`config.mk`:
```
export PLATFORM = sky130hd
export DESIGN_NAME = filt_stim_gen
export DESIGN_NICKNAME = d
export VERILOG_FILES = /design/src/rtl/filt_stim_gen.sv
export SDC_FILE = /design/constraint.sdc
export NUM_CORES = 1
export LEC_CHECK = 0
export ABC_AREA = 1
export CORE_AREA = 2 2 65 67
export DETAILED_ROUTE_END_ITERATION = 10
export DIE_AREA = 0 0 67 69
export HOLD_SLACK_MARGIN = 0.12
export PLACE_DENSITY_LB_ADDON = 0.12
export SYNTH_ARGS = -nofsm -noshare
export SYNTH_HDL_FRONTEND = slang
export SYNTH_SLANG_ARGS = --single-unit
```
`constraint.sdc`:
```
create_clock -name sys_clk -period 2.5 [get_ports sys_clk]
set_clock_uncertainty 0.05 [all_clocks]
set_input_delay 0.5 -clock sys_clk [delete_from_list [all_inputs] [get_ports sys_clk]]
set_output_delay 0.5 -clock sys_clk [all_outputs]
set_load 0.01 [all_outputs]
```
`src/rtl/filt_stim_gen.sv`:
```
// Stimulus source for the pulse-shaping / matched-filter chain: zero, impulse train,
// step, or PN-driven 4-ASK symbols (held or zero-stuffed), emitted on sam_clk_en.
module filt_stim_gen #(
  parameter int                       WIDTH      = 18,
  parameter logic signed [WIDTH-1:0]  IMP_AMP    = 18'sd131071,
  parameter int                       IMP_PERIOD = 128,
  parameter logic signed [WIDTH-1:0]  LEVEL_HI   = 18'sd98303,
  parameter logic signed [WIDTH-1:0]  LEVEL_LO   = 18'sd32768,
  parameter int                       LFSR_W     = 15,
  parameter logic [LFSR_W-1:0]        TAPS       = 15'h6000,
  parameter logic [LFSR_W-1:0]        SEED       = 15'h0001
) (
  input  logic                    sys_clk,
  input  logic                    rst,
  input  logic                    sam_clk_en,
  input  logic                    sym_clk_en,
  input  logic [1:0]              mode,
  input  logic                    zero_stuff,
  input  logic                    start,
  input  logic                    stop,
  output logic signed [WIDTH-1:0] x_out,
  output logic [1:0]              sym_out,
  output logic                    busy
);

  localparam int CNT_W = $clog2(IMP_PERIOD);
  localparam logic [CNT_W-1:0] CNT_LAST = CNT_W'(IMP_PERIOD - 1);

  localparam logic [1:0] MODE_ZERO = 2'd0;
  localparam logic [1:0] MODE_IMP  = 2'd1;
  localparam logic [1:0] MODE_STEP = 2'd2;

  typedef enum logic {IDLE = 1'b0, RUN = 1'b1} state_t;

  state_t                  state_reg, state_next;
  logic [1:0]              mode_reg, mode_next;
  logic                    zs_reg, zs_next;
  logic [CNT_W-1:0]        cnt_reg, cnt_next;
  logic [LFSR_W-1:0]       lfsr_reg, lfsr_next, lfsr_step;
  logic [1:0]              sym_reg, sym_next;
  logic signed [WIDTH-1:0] level_reg, level_next, new_level;
  logic                    pend_reg, pend_next;
  logic signed [WIDTH-1:0] x_reg, x_next;

  function automatic logic signed [WIDTH-1:0] level_of(input logic [1:0] sym);
    case (sym)
      2'b00:   return -LEVEL_HI;
      2'b01:   return -LEVEL_LO;
      2'b10:   return LEVEL_LO;
      default: return LEVEL_HI;
    endcase
  endfunction

  always_ff @(posedge sys_clk) begin
    if (rst) begin
      state_reg <= IDLE;
      mode_reg  <= '0;
      zs_reg    <= 1'b0;
      cnt_reg   <= '0;
      lfsr_reg  <= SEED;
      sym_reg   <= '0;
      level_reg <= '0;
      pend_reg  <= 1'b0;
      x_reg     <= '0;
    end else begin
      state_reg <= state_next;
      mode_reg  <= mode_next;
      zs_reg    <= zs_next;
      cnt_reg   <= cnt_next;
      lfsr_reg  <= lfsr_next;
      sym_reg   <= sym_next;
      level_reg <= level_next;
      pend_reg  <= pend_next;
      x_reg     <= x_next;
    end
  end

  // An all-zero register would lock the PN generator, so it is reseeded instead.
  assign lfsr_step = (lfsr_reg == '0) ? SEED : {lfsr_reg[LFSR_W-2:0], ^(lfsr_reg & TAPS)};
  assign new_level = level_of(lfsr_step[1:0]);

  always_comb begin
    state_next = state_reg;
    mode_next  = mode_reg;
    zs_next    = zs_reg;
    cnt_next   = cnt_reg;
    lfsr_next  = lfsr_reg;
    sym_next   = sym_reg;
    level_next = level_reg;
    pend_next  = pend_reg;
    x_next     = x_reg;

    if (state_reg == IDLE) begin
      x_next = '0;
    end

    if ((state_reg == IDLE && start && !stop) || (state_reg == RUN && start && !stop)) begin
      state_next = RUN;
      mode_next  = mode;
      zs_next    = zero_stuff;
      cnt_next   = '0;
      lfsr_next  = SEED;
      level_next = '0;
      pend_next  = 1'b0;
    end else if (state_reg == RUN && stop) begin
      state_next = IDLE;
      x_next     = '0;
    end else if (state_reg == RUN) begin
      if (sym_clk_en && mode_reg == 2'd3) begin
        lfsr_next  = lfsr_step;
        sym_next   = lfsr_step[1:0];
        level_next = new_level;
        // A symbol without a coincident sample is owed to the next sample.
        pend_next  = !sam_clk_en;
      end
      if (sam_clk_en) begin
        cnt_next = (cnt_reg == CNT_LAST) ? '0 : cnt_reg + 1'b1;
        case (mode_reg)
          MODE_ZERO: x_next = '0;
          MODE_IMP:  x_next = (cnt_reg == '0) ? IMP_AMP : '0;
          MODE_STEP: x_next = IMP_AMP;
          default: begin
            if (sym_clk_en) begin
              x_next = new_level;
            end else if (pend_reg) begin
              x_next    = level_reg;
              pend_next = 1'b0;
            end else begin
              x_next = zs_reg ? '0 : level_reg;
            end
          end
        endcase
      end
    end
  end

  assign x_out   = x_reg;
  assign sym_out = sym_reg;
  assign busy    = (state_reg == RUN);

endmodule

```
; ---- Word-level counts from Yosys, hierarchy flattened
; Cells that the tools add are included.
[classes]
n_shift = 0
order_cmp = 0
bitwise_logic = 3
multipliers = 0
n_reduce_logical = 21
div_mod_pow = 0
n_mux = 20
n_addsub = 1
eq_ne = 6
[ops]
columns = operator, count
row1 = $mux 18, 8
row2 = $pmux 18 s3, 2
row3 = $mux 17, 1
row4 = $logic_not 15->1, 1
row5 = $mux 15, 1
row6 = $reduce_xor 15->1, 1
row7 = $add 7x1->7 const B, 1
row8 = $eq 7x7->1 const B, 1
row9 = $logic_not 7->1, 1
row10 = $mux 1, 7
row11 = $mux 7, 1
row12 = $eq 2x2->1 const B, 3
row13 = $logic_and 1x1->1, 6
row14 = $reduce_and 3->1, 2
row15 = $eq 2x1->1 const B, 2
row16 = $logic_not 2->1, 2
row17 = $reduce_and 4->1, 1
row18 = $not 1->1, 3
row19 = $reduce_or 3->1, 1
row20 = $logic_not 1->1, 2
row21 = $reduce_and 2->1, 1
row22 = $reduce_bool 2->1, 1
row23 = $reduce_or 2->1, 1
row24 = $logic_or 1x1->1, 1
[word_totals]
rom_bits = 0
memories = 0
word_cells = 60
out_inout_bits = 21
ff_bits = 65
ram_bits = 0
latch_bits = 0

; ---- Longest topological paths before layout
; Gate-level depths: netlist of run 1.
[logic_depth]
word_depth = 10
ltp_mapped = 13
ltp_nobuf = 12

; ---- Worst setup path before layout of run 1
; No wires, ideal clock.
[synth_timing]
path_type = reg2reg
start = register lfsr_reg[13]
end = register x_reg[10] (netlist: x_out[10])
path_stages_with_launch = 14
synth_period_minus_slack_ps = 1596
path_slack_ps = 904
arrival_ps = 1430
cell_sequence = dfxtp_1 nor2_1 nand2_1 nor2_1 nand2_1 nand2_1 ha_1 nor2_1 a21oi_1 o21ai_1 nand2_1 nand2_2 buf_6 nor2_2
[synth_via]
elab_chain_len = 10
elab_cells_between_ends = 13
[synth_lines]
columns = element, line
row1 = from (decl), 39  ; logic [LFSR_W-1:0] lfsr_reg, lfsr_next, lfsr_step;
row2 = from (signal assigned), 70  ; lfsr_reg <= lfsr_next;
row3 = $reduce_xor 15->1 / $logic_not 15->1 (equally long branches), 79  ; assign lfsr_step = (lfsr_reg == '0) ? SEED : {lfsr_reg[LFSR_W-2:0], ^(lfsr_reg & TAPS)};
row4 = $mux 15 *, 79
row5 = net lfsr_step[0], 39
row6 = $eq 2x2->1 (tied with other cells), 46  ; case (sym)
row7 = $pmux 18 s3 *, 46
row8 = $mux 18 *, 123  ; if (sym_clk_en) begin
row9 = $pmux 18 s3 *, 118  ; case (mode_reg)
row10 = $mux 18 *, 116  ; if (sam_clk_en) begin
row11 = $mux 18 *, 108  ; end else if (state_reg == RUN) begin
row12 = $mux 18 *, 105  ; end else if (state_reg == RUN && stop) begin
row13 = $mux 18 *, 97  ; if ((state_reg == IDLE && start && !stop) || (state_reg == RUN && start && !stop)) begin
row14 = to (signal assigned), 74  ; x_reg <= x_next;
row15 = to (decl), 43  ; logic signed [WIDTH-1:0] x_reg, x_next;
; The timed path passes the listed nets; every way through them passes the cells marked *.
; A chain may end at the register's enable or synchronous reset.

; ---- Final worst setup path of run 1
[layout_timing]
start = register lfsr_reg[0]
end = register x_reg[1] (netlist: x_out[1])
[layout_via]
elab_chain_len = 10
elab_cells_between_ends = 12
[layout_lines]
columns = element, line
row1 = $logic_not 15->1 *, 79
row2 = $mux 15 *, 79
row3 = net lfsr_step[0], 39
row4 = $eq 2x2->1 (tied with other cells), 46
row5 = $pmux 18 s3 *, 46
row6 = $mux 18 *, 123
row7 = $pmux 18 s3 *, 118
row8 = $mux 18 *, 116
row9 = $mux 18 *, 108
row10 = $mux 18 *, 105
row11 = $mux 18 *, 97
; Marked as above.

==> impl_metrics.env, run 1 <==
export IMPL_dpl_hpwl_um=3130
export IMPL_die_y_um=69
export IMPL_syn_nets=287
export IMPL_critPathCaptureType="flop"
export IMPL_path_max_fanout=14
export IMPL_critical_path_class="reg2reg"
export IMPL_relSlewSlack_pct=73.2
export IMPL_synth_edf_count=0
export IMPL_die_area_sq_um=4620
export IMPL_tns_ns=0
export IMPL_synth_top_cell_area_share_pct=47.6
export IMPL_first_pass_iters=4
export IMPL_area_growth_pct=19.6
export IMPL_r2r_start="lfsr_reg[0]"
export IMPL_clock_sinks=52
export IMPL_clock_path_buffers=2
export IMPL_critPathRequiredTime_ns=2.63
export IMPL_layout_min_cycle_time_ns=1.90
export IMPL_yosys_warnings=0
export IMPL_largest_reg_flops=18
export IMPL_row_count=23
export IMPL_cts_root_buffer_cell="clkbuf_8"
export IMPL_p_per_area_nw_per_um2=582
export IMPL_min_period_over_period_pct=75.8
export IMPL_synth_cell_type_count=31
export IMPL_leakagePower_nw=0.985
export IMPL_tightestPinTransition_ns=0.400
export IMPL_syn_area_per_cell_sq_um=7.99
export IMPL_core_sq_um=3910
export IMPL_fin_area_sq_um=2620
export IMPL_pre_cts_ws_ns=0.294
export IMPL_async_flop_share_pct=0
export IMPL_seq_power_share_pct=55.5
export IMPL_drive_gt1_share_pct=11.4
export IMPL_final_util_pct=66.8
export IMPL_synthTopCellsByCount="dfxtp_1, nand2_1, a21oi_1, nor2_1, inv_1"
export IMPL_drt_iter0_drc=116
export IMPL_grt_pass1_wl_um=7800
export IMPL_numCtsBuffers=5
export IMPL_cp_startpoint="lfsr_reg[0]"
export IMPL_finalHoldViolations=0
export IMPL_synthesis_area_sq_um=2190
export IMPL_yosysMostFrequentCell="dfxtp_1"
export IMPL_vias_per_cell=5.15
export IMPL_drc=0
export IMPL_routabilityCongestion=0.869
export IMPL_max_cap_violations=0
export IMPL_combPwrFrac_pct=8.1
export IMPL_grt_pass1_vias=1712
export IMPL_synth_top_flop_cell="dfxtp_1"
export IMPL_globalRouteOverflowTotal=0
export IMPL_grt_max_degree=22
export IMPL_hold_ws_ns=0.433
export IMPL_swShare_pct=22.2
export IMPL_ctsResizeCount=0
export IMPL_fin_nets=319
export IMPL_finalWirelength_um=4460
export IMPL_drv_slew=0
export IMPL_grt_usage_pct=21.6
export IMPL_switching_power_mw=0.338
export IMPL_critPathLaunchType="flop"
export IMPL_synth_area_leaders="dfxtp_1, a21oi_1, nand2_1"
export IMPL_yosys_area_top_type="dfxtp_1"
export IMPL_vias=1837
export IMPL_die_width_um=67
export IMPL_antennaDiodeCount=0
export IMPL_hold_start="lfsr_reg[4]"
export IMPL_clk_pin_slew_worst_paths_ns=0.09
export IMPL_cts_max_level=2
export IMPL_dr_wl_met2_um=2110
export IMPL_syn_inst=274
export IMPL_highest_layer="met4"
export IMPL_cts_setup_buffers=0
export IMPL_setup_viol=0
export IMPL_initial_core_util_pct=55.9
export IMPL_place_area_sq_um=2510
export IMPL_antenna_left=0
export IMPL_p_int_mw=1.19
export IMPL_portBuffers=29
export IMPL_drt_met1_wl_um=2110
export IMPL_wl_met3_um=152
export IMPL_arrival_ns=2.02
export IMPL_cts_tree="done"
export IMPL_setup_ws_ns=0.605
export IMPL_rsz0062_at_grt="no"
export IMPL_peakVddDrop_v=0.000559
export IMPL_ys_ff_latch=52
export IMPL_ioPinCount=30
export IMPL_max_freq_mhz=528
export IMPL_hp_class="reg2reg"
export IMPL_power_share_clock_pct=36.5
export IMPL_outcome="finished, final reports clean"
export IMPL_routedWlPerCell_um=12.5
export IMPL_insertion_delay_ns=0.30
export IMPL_seq_area_frac_synth_pct=47.6
export IMPL_cts_hold_buf=0
export IMPL_antenna_found_initial=0
## power by group through the flow
stage	Sequential (mW)	Clock [mW]	Combinational, mW
finish	0.845	0.555	0.123
global route	0.847	0.612	0.136
CTS	0.845	0.575	0.123
detailed placement	0.865	0	0.122
global placement	0.864	0	0.120
floorplan	0.868	0	0.0700
## per-layer routing
layer | up-vias | track usage, %
li1 | 963 | -
met1 | 829 | 29.4
met2 | 35 | 33.3
met3 | 10 | 4.89
met4 | 0 | 7.26
met5 | - | 0
## critical path, stage by stage, from the launching register on
cell     delay [ns]
dfxtp_1        0.39
nor2_1         0.06
nand2_1        0.05
nor2_1         0.03
nand2_1        0.08
nand2_1        0.11
ha_1           0.22
nor2_1         0.10
a21oi_1        0.05
o21ai_1        0.14
nand2_1        0.08
nand2_2        0.32
nor2_1         0.08
## area by class of cell
type | instances | area (sq um)
inverters | 27 | 101
well taps | 50 | 62.6
clock buffers | 6 | 72.6
fillers | 359 | 1300
multi-input cells | 185 | 968
flip-flops and latches | 52 | 1040
repair buffers | 35 | 335
clock inverters | 2 | 35.0
## through the flow
stage / std cells / power (mW)
floorplan: 274 / 0.938
global placement: 349 / 0.984
detailed placement: 349 / 0.986
CTS: 357 / 1.54
global route: 357 / 1.59
finish: 357 / 1.52
## kinds of logic (layout without fill, tap and decap cells)
logic type	count (synthesis)	count (layout)	share of synthesized area, %
xor gates and xnor gates	1	1	0.400
buffers and inverters	37	70	8.18
DFF	52	52	47.6
adders and majority gates	4	4	2.29
and+or+nand+nor	107	107	22.4
AOI/OAI and AO/OA	73	73	19.2
## placed cells by master (no fill, tap or decap)
cell,instances
nor2_2,10
a21boi_0,2
o21ai_2,1
a211oi_1,4
inv_2,3
nand3b_1,1
nor2_4,4
nor3_1,6
xnor2_1,1
nand2_1,45
o211ai_1,3
bufinv_16,1
nand2_2,1
o2111ai_1,1
a31oi_1,4
a211oi_2,1
a21oi_1,41
clkinv_1,1
ha_1,4
nand2_4,1
nand3_1,8
clkdlybuf4s50_1,29
o21ai_0,14
o21ai_1,1
a21oi_4,1
dfxtp_1,52
clkbuf_1,1
nor2_1,30
inv_1,23
clkbuf_8,5
nand4_1,1
buf_4,6
clkinv_2,1
## path summary, 6_finish.rpt
| path | slack, ns | cells past startpoint | to |
|---|---|---|---|
| setup / recovery | 0.60 | 12 | x_out[1] |
| hold reg to reg | 0.43 | 2 | lfsr_reg[5] |
| hold / removal | 0.43 | 2 | lfsr_reg[5] |
| setup reg to reg | 0.60 | 12 | x_out[1] |
Power figures use the tool's default switching activity.
==> run 2: changes to the inputs <==
Settings changed: CORE_AREA 2 2 65 67 to 2 2 71 73, DIE_AREA 0 0 67 69 to 0 0 73 75.
Clock period 2.5 ns to 1.6 ns, I/O delays scaled along.
==> impl_metrics.env, run 2 (synthesis gave the netlist of run 1 again) <==
export IMPL_drive_gt1_share_pct=28.8
export IMPL_cts_root_buffer_cell="clkbuf_8"
export IMPL_max_freq_mhz=570
export IMPL_setup_ws_ns=-0.153
export IMPL_cts_max_level=2
export IMPL_vias_per_cell=5.00
export IMPL_relSlewSlack_pct=79.8
export IMPL_clock_sinks=52
export IMPL_r2r_slack_ns=-0.15
export IMPL_cts_tree="done"
export IMPL_tightestPinTransition_ns=0.304
export IMPL_mostFrequentLayoutCells="buf_4, dfxtp_1, nand2_1"
export IMPL_fin_nets=366
export IMPL_drc=0
export IMPL_area_growth_pct=45.1
export IMPL_peakVddDrop_v=0.000418
export IMPL_routabilityCongestion=0.794
export IMPL_die_width_um=73
export IMPL_critPathCaptureType="flop"
export IMPL_path_max_fanout=7
export IMPL_clock_path_buffers=2
export IMPL_arrival_ns=1.91
export IMPL_grt_pass1_wl_um=8090
export IMPL_hold_ws_ns=0.424
export IMPL_min_period_over_period_pct=110
export IMPL_pre_cts_ws_ns=-0.241
export IMPL_grt_pass1_vias=1875
export IMPL_critPathRequiredTime_ns=1.75
export IMPL_routedWlPerCell_um=12.0
export IMPL_final_common_cell="buf_4"
export IMPL_dpl_hpwl_um=3280
export IMPL_r2r_cells=13
export IMPL_initial_core_util_pct=47.0
export IMPL_globalRouteOverflowTotal=0
export IMPL_crit_top_cell="nand2_1"
export IMPL_min_path_cells=2
export IMPL_finalWirelength_um=4920
export IMPL_antenna_left=0
export IMPL_place_area_sq_um=2860
export IMPL_max_cap_violations=0
export IMPL_violations="negative setup slack"
export IMPL_row_count=25
export IMPL_die_area_sq_um=5480
export IMPL_layout_min_cycle_time_ns=1.75
export IMPL_first_pass_iters=5
export IMPL_antenna_found_initial=0
export IMPL_final_util_pct=68.1
export IMPL_fin_area_sq_um=3180
export IMPL_die_y_um=75
export IMPL_rsz0062_at_grt="yes"
export IMPL_clk_pin_slew_worst_paths_ns=0.09
export IMPL_outcome="finished, violations left"
export IMPL_p_per_area_nw_per_um2=783
export IMPL_critical_path_class="reg2reg"
export IMPL_largest_reg_flops=18
export IMPL_insertion_delay_ns=0.31
export IMPL_core_sq_um=4660
export IMPL_grt_usage_pct=18.7
export IMPL_antennaDiodeCount=0
export IMPL_numCtsBuffers=5
export IMPL_drv_slew=0
export IMPL_crit_path_top_delay_cell="dfxtp_4"
export IMPL_leakagePower_nw=1.36
export IMPL_cp_slowest_stage_delay_ns=0.39
export IMPL_drt_iter0_drc=106
export IMPL_hp_class="reg2reg"
export IMPL_critPathLaunchType="flop"
export IMPL_ioPinCount=30
export IMPL_crit_chain="nor2_1, nand2_1, nor2_1, nand2_1, nand2_2, ha_4, nor2_4, a21oi_2, o21ai_1, nand2_1, nand2_4, buf_12, nor2_4"
export IMPL_setup_viol=15
export IMPL_cts_hold_buf=0
export IMPL_grt_max_degree=22
export IMPL_finalHoldViolations=0
export IMPL_portBuffers=29
export IMPL_vias=2038
[run 2: cell count changes in the layout (fill, tap and decap cells not counted), sizes merged]
cell	previous run	this run
buf	6	53
clkdlybuf4s50	29	22
dlygate4sd2	0	2
dlymetal6s2s	0	5
[run 2: critical path, delay by kind of cell (launching register included)]
family / cells / cell delay (ns)
AO/OA/AOI/OAI: 2 / 0.18
adder cells (fa/ha/maj): 1 / 0.18
AND/OR/NAND/NOR: 9 / 0.68
flip-flops: 1 / 0.39
buffers and inverters: 1 / 0.15
[run 2: repair_timing]
item | in CTS | in global routing
setup endpoints to repair | 17 | 21
pin swaps | 1 | 11
buffers inserted | 1 | 5
cloned | 1 | 0
resized for setup | 10 | 35
[run 2: power by group]
group          total (mW)  internal (mW)  switching [mW]
Sequential           1.32           1.31          0.0102
Combinational       0.263          0.127           0.136
Clock               0.905          0.465           0.440
[run 2: area by class of cell]
| cell class | count | area, sq um |
|---|---|---|
| clock inverters | 2 | 35.0 |
| multi-input cells | 185 | 1070 |
| inverters | 27 | 101 |
| fillers | 390 | 1490 |
| clock buffers | 6 | 72.6 |
| repair buffers | 82 | 772 |
| well taps | 54 | 67.6 |
| flip-flops and latches | 52 | 1050 |
[run 2: routing by layer]
| metal | wire, um | track usage (%) | vias to the layer above |
|---|---|---|---|
| li1 | - | - | 1061 |
| met1 | 2370 | 24.5 | 925 |
| met2 | 2270 | 29.7 | 44 |
| met3 | 194 | 4.69 | 8 |
| met4 | 78 | 7.41 | 0 |
| met5 | 0 | 0 | - |
[run 2: worst paths after layout]
check                 from             to
max           lfsr_reg[14]       x_out[1]
min          level_reg[16]  level_reg[16]
max reg2reg   lfsr_reg[14]       x_out[1]
min reg2reg  level_reg[16]  level_reg[16]
[run 2: metrics by stage]
stage | power (mW) | instances | setup TNS [ns]
finish | 2.49 | 408 | -1.90
global route | 2.58 | 408 | -3.82
detailed placement | 1.59 | 393 | -7.51
global placement | 1.59 | 393 | -6.15
floorplan | 1.46 | 274 | 0
CTS | 2.49 | 403 | -0.986
==> run 3: changes to the inputs <==
Settings changed: CORE_AREA 2 2 71 73 to 10 10 79 81, DIE_AREA 0 0 73 75 to 0 0 89 91.
==> impl_metrics.env, run 3 (synthesis gave the netlist of run 1 again) <==
export IMPL_outcome="finished, violations left"
export IMPL_violations="negative setup slack"
export IMPL_rsz0062_at_grt="yes"
export IMPL_cp_slowest_stage_delay_ns=0.33
export IMPL_insertion_delay_ns=0.31
export IMPL_area_growth_pct=40.0
export IMPL_r2r_end="x_out[9]"
export IMPL_r2r_start="lfsr_reg[8]"
export IMPL_r2r_slack_ns=-0.03
export IMPL_critPathCaptureType="flop"
export IMPL_cts_root_buffer_cell="clkbuf_8"
export IMPL_clock_sinks=52
export IMPL_setup_ws_ns=-0.0269
export IMPL_drv_slew=0
export IMPL_p_per_area_nw_per_um2=803
export IMPL_globalRouteOverflowTotal=0
export IMPL_leakagePower_nw=1.39
export IMPL_fin_nets=361
export IMPL_routedWlPerCell_um=12.4
export IMPL_cts_tree="done"
export IMPL_antennaDiodeCount=0
export IMPL_power_share_clock_pct=36.9
export IMPL_vias_per_cell=4.98
export IMPL_portBuffers=29
export IMPL_relSlewSlack_pct=79.7
export IMPL_max_cap_violations=0
export IMPL_row_count=25
export IMPL_final_cells=403
export IMPL_grt_max_degree=22
export IMPL_clk_pin_slew_worst_paths_ns=0.10
export IMPL_p_int_mw=1.88
export IMPL_first_pass_iters=4
export IMPL_cts_max_level=2
export IMPL_min_period_over_period_pct=102
export IMPL_ioPinCount=30
export IMPL_mostFrequentLayoutCells="nand2_1, buf_4, dfxtp_1"
export IMPL_largest_reg_flops=18
export IMPL_crit_path_top_delay_cell="dfxtp_2"
export IMPL_critPathRequiredTime_ns=1.80
export IMPL_multi_input_area_sq_um=1010
export IMPL_peakVddDrop_v=0.000395
export IMPL_swShare_pct=23.4
export IMPL_numCtsBuffers=5
export IMPL_max_freq_mhz=615
export IMPL_combPwrFrac_pct=9.4
export IMPL_cts_hold_buf=0
export IMPL_grt_usage_pct=12.0
export IMPL_antenna_found_initial=0
export IMPL_hold_start="level_reg[16]"
export IMPL_r2r_cells=13
export IMPL_whs_endpoint="level_reg[16]"
export IMPL_crit_family="simple AND/OR/NAND/NOR gates"
export IMPL_final_util_pct=65.7
export IMPL_min_path_cells=2
export IMPL_die_y_um=91
export IMPL_initial_core_util_pct=47.0
export IMPL_die_area_sq_um=8100
export IMPL_fill_cells=408
export IMPL_critical_path_class="reg2reg"
export IMPL_grt_pass1_wl_um=8150
export IMPL_seq_power_share_pct=53.7
export IMPL_power_mw=2.46
export IMPL_numPlacedInstances=392
export IMPL_path_max_fanout=14
export IMPL_tightestPinTransition_ns=0.304
export IMPL_switching_power_mw=0.577
export IMPL_crit_top_cell="nand2_1"
export IMPL_drc=0
export IMPL_crit_chain="nor2_2, nand2_1, nor2_1, nand2_1, nand2_2, ha_4, nor2_1, a21oi_1, o21ai_1, nand2_1, nand2_2, buf_12, nor2_2"
export IMPL_regArea_sq_um=1060
export IMPL_setup_viol=14
export IMPL_path_buf_inv=1
export IMPL_grt_pass1_vias=1875
export IMPL_clock_path_buffers=2
export IMPL_drive_gt1_share_pct=28.4
export IMPL_finalWirelength_um=4980
export IMPL_dpl_hpwl_um=3640
export IMPL_drt_iter0_drc=81
export IMPL_die_width_um=89
export IMPL_routabilityCongestion=0.832
export IMPL_vias=2005
export IMPL_critPathLaunchType="flop"
export IMPL_finalHoldViolations=0
export IMPL_arrival_ns=1.83
export IMPL_core_sq_um=4660
export IMPL_layout_min_cycle_time_ns=1.63
export IMPL_hp_class="reg2reg"
export IMPL_antenna_left=0
[run 3: power by group through the flow]
stage                     Sequential (mW)  Combinational (mW)  Clock (mW)
after floorplan                      1.36               0.109           0
after global placement               1.35               0.231           0
after detailed placement             1.35               0.233           0
after CTS                            1.32               0.233       0.931
after global routing                 1.32               0.255       0.970
final                                1.32               0.232       0.908
[run 3: per-layer routing]
metal | vias to the layer above | track usage [%] | wire length [um]
met5 | - | 0 | 0
met2 | 36 | 20.2 | 2390
li1 | 1050 | - | -
met4 | 0 | 2.79 | 46
met1 | 913 | 15.0 | 2360
met3 | 6 | 2.95 | 183
[run 3: area by class of cell]
class,count,share of cell area (%)
clock inverter,3,1.39
sequential,52,34.5
multi-input combinational,185,33.1
inverter,27,3.31
tap,54,2.21
timing repair buffer,77,23.2
clock buffer,5,2.25
[run 3: timing repair]
action | 4_1_cts | 5_1_grt
resized for setup | 8 | 31
hold endpoints to repair | 0 | 0
pin swaps | 4 | 8
endpoints found under the setup margin | 17 | 28
buffers inserted | 4 | 0
[run 3: worst max path at each step]
stage                            start         to  slack (ns)  cells after the start
after global placement      sym_clk_en   x_out[4]       -0.20                     10
after detailed placement    sym_clk_en   x_out[4]       -0.22                     10
final                      lfsr_reg[8]   x_out[9]       -0.03                     13
after floorplan           lfsr_reg[13]  x_out[10]       0.004                     13
after global routing       lfsr_reg[8]  x_out[14]       -0.17                     13
after CTS                  lfsr_reg[9]   x_out[4]       -0.05                     13
[run 3: metrics by stage]
step | cell area [sq um] | hold slack, ns | TNS (ns) | worst slack (ns)
after floorplan | 2190 | 0.339 | 0 | 0.00441
after global placement | 2840 | 0.416 | -6.13 | -0.202
after detailed placement | 2840 | 0.426 | -6.98 | -0.219
after CTS | 3000 | 0.441 | -0.539 | -0.0501
after global routing | 3060 | 0.460 | -2.08 | -0.166
final | 3060 | 0.439 | -0.254 | -0.0269
[run 3: worst register-to-register path: cells and delay by family, from the launching register on]
| family | cells | cell delay (ns) |
|---|---|---|
| buf+inv | 1 | 0.16 |
| compound gates | 2 | 0.18 |
| simple gates | 9 | 0.72 |
| flops | 1 | 0.33 |
| fa+ha+maj | 1 | 0.14 |
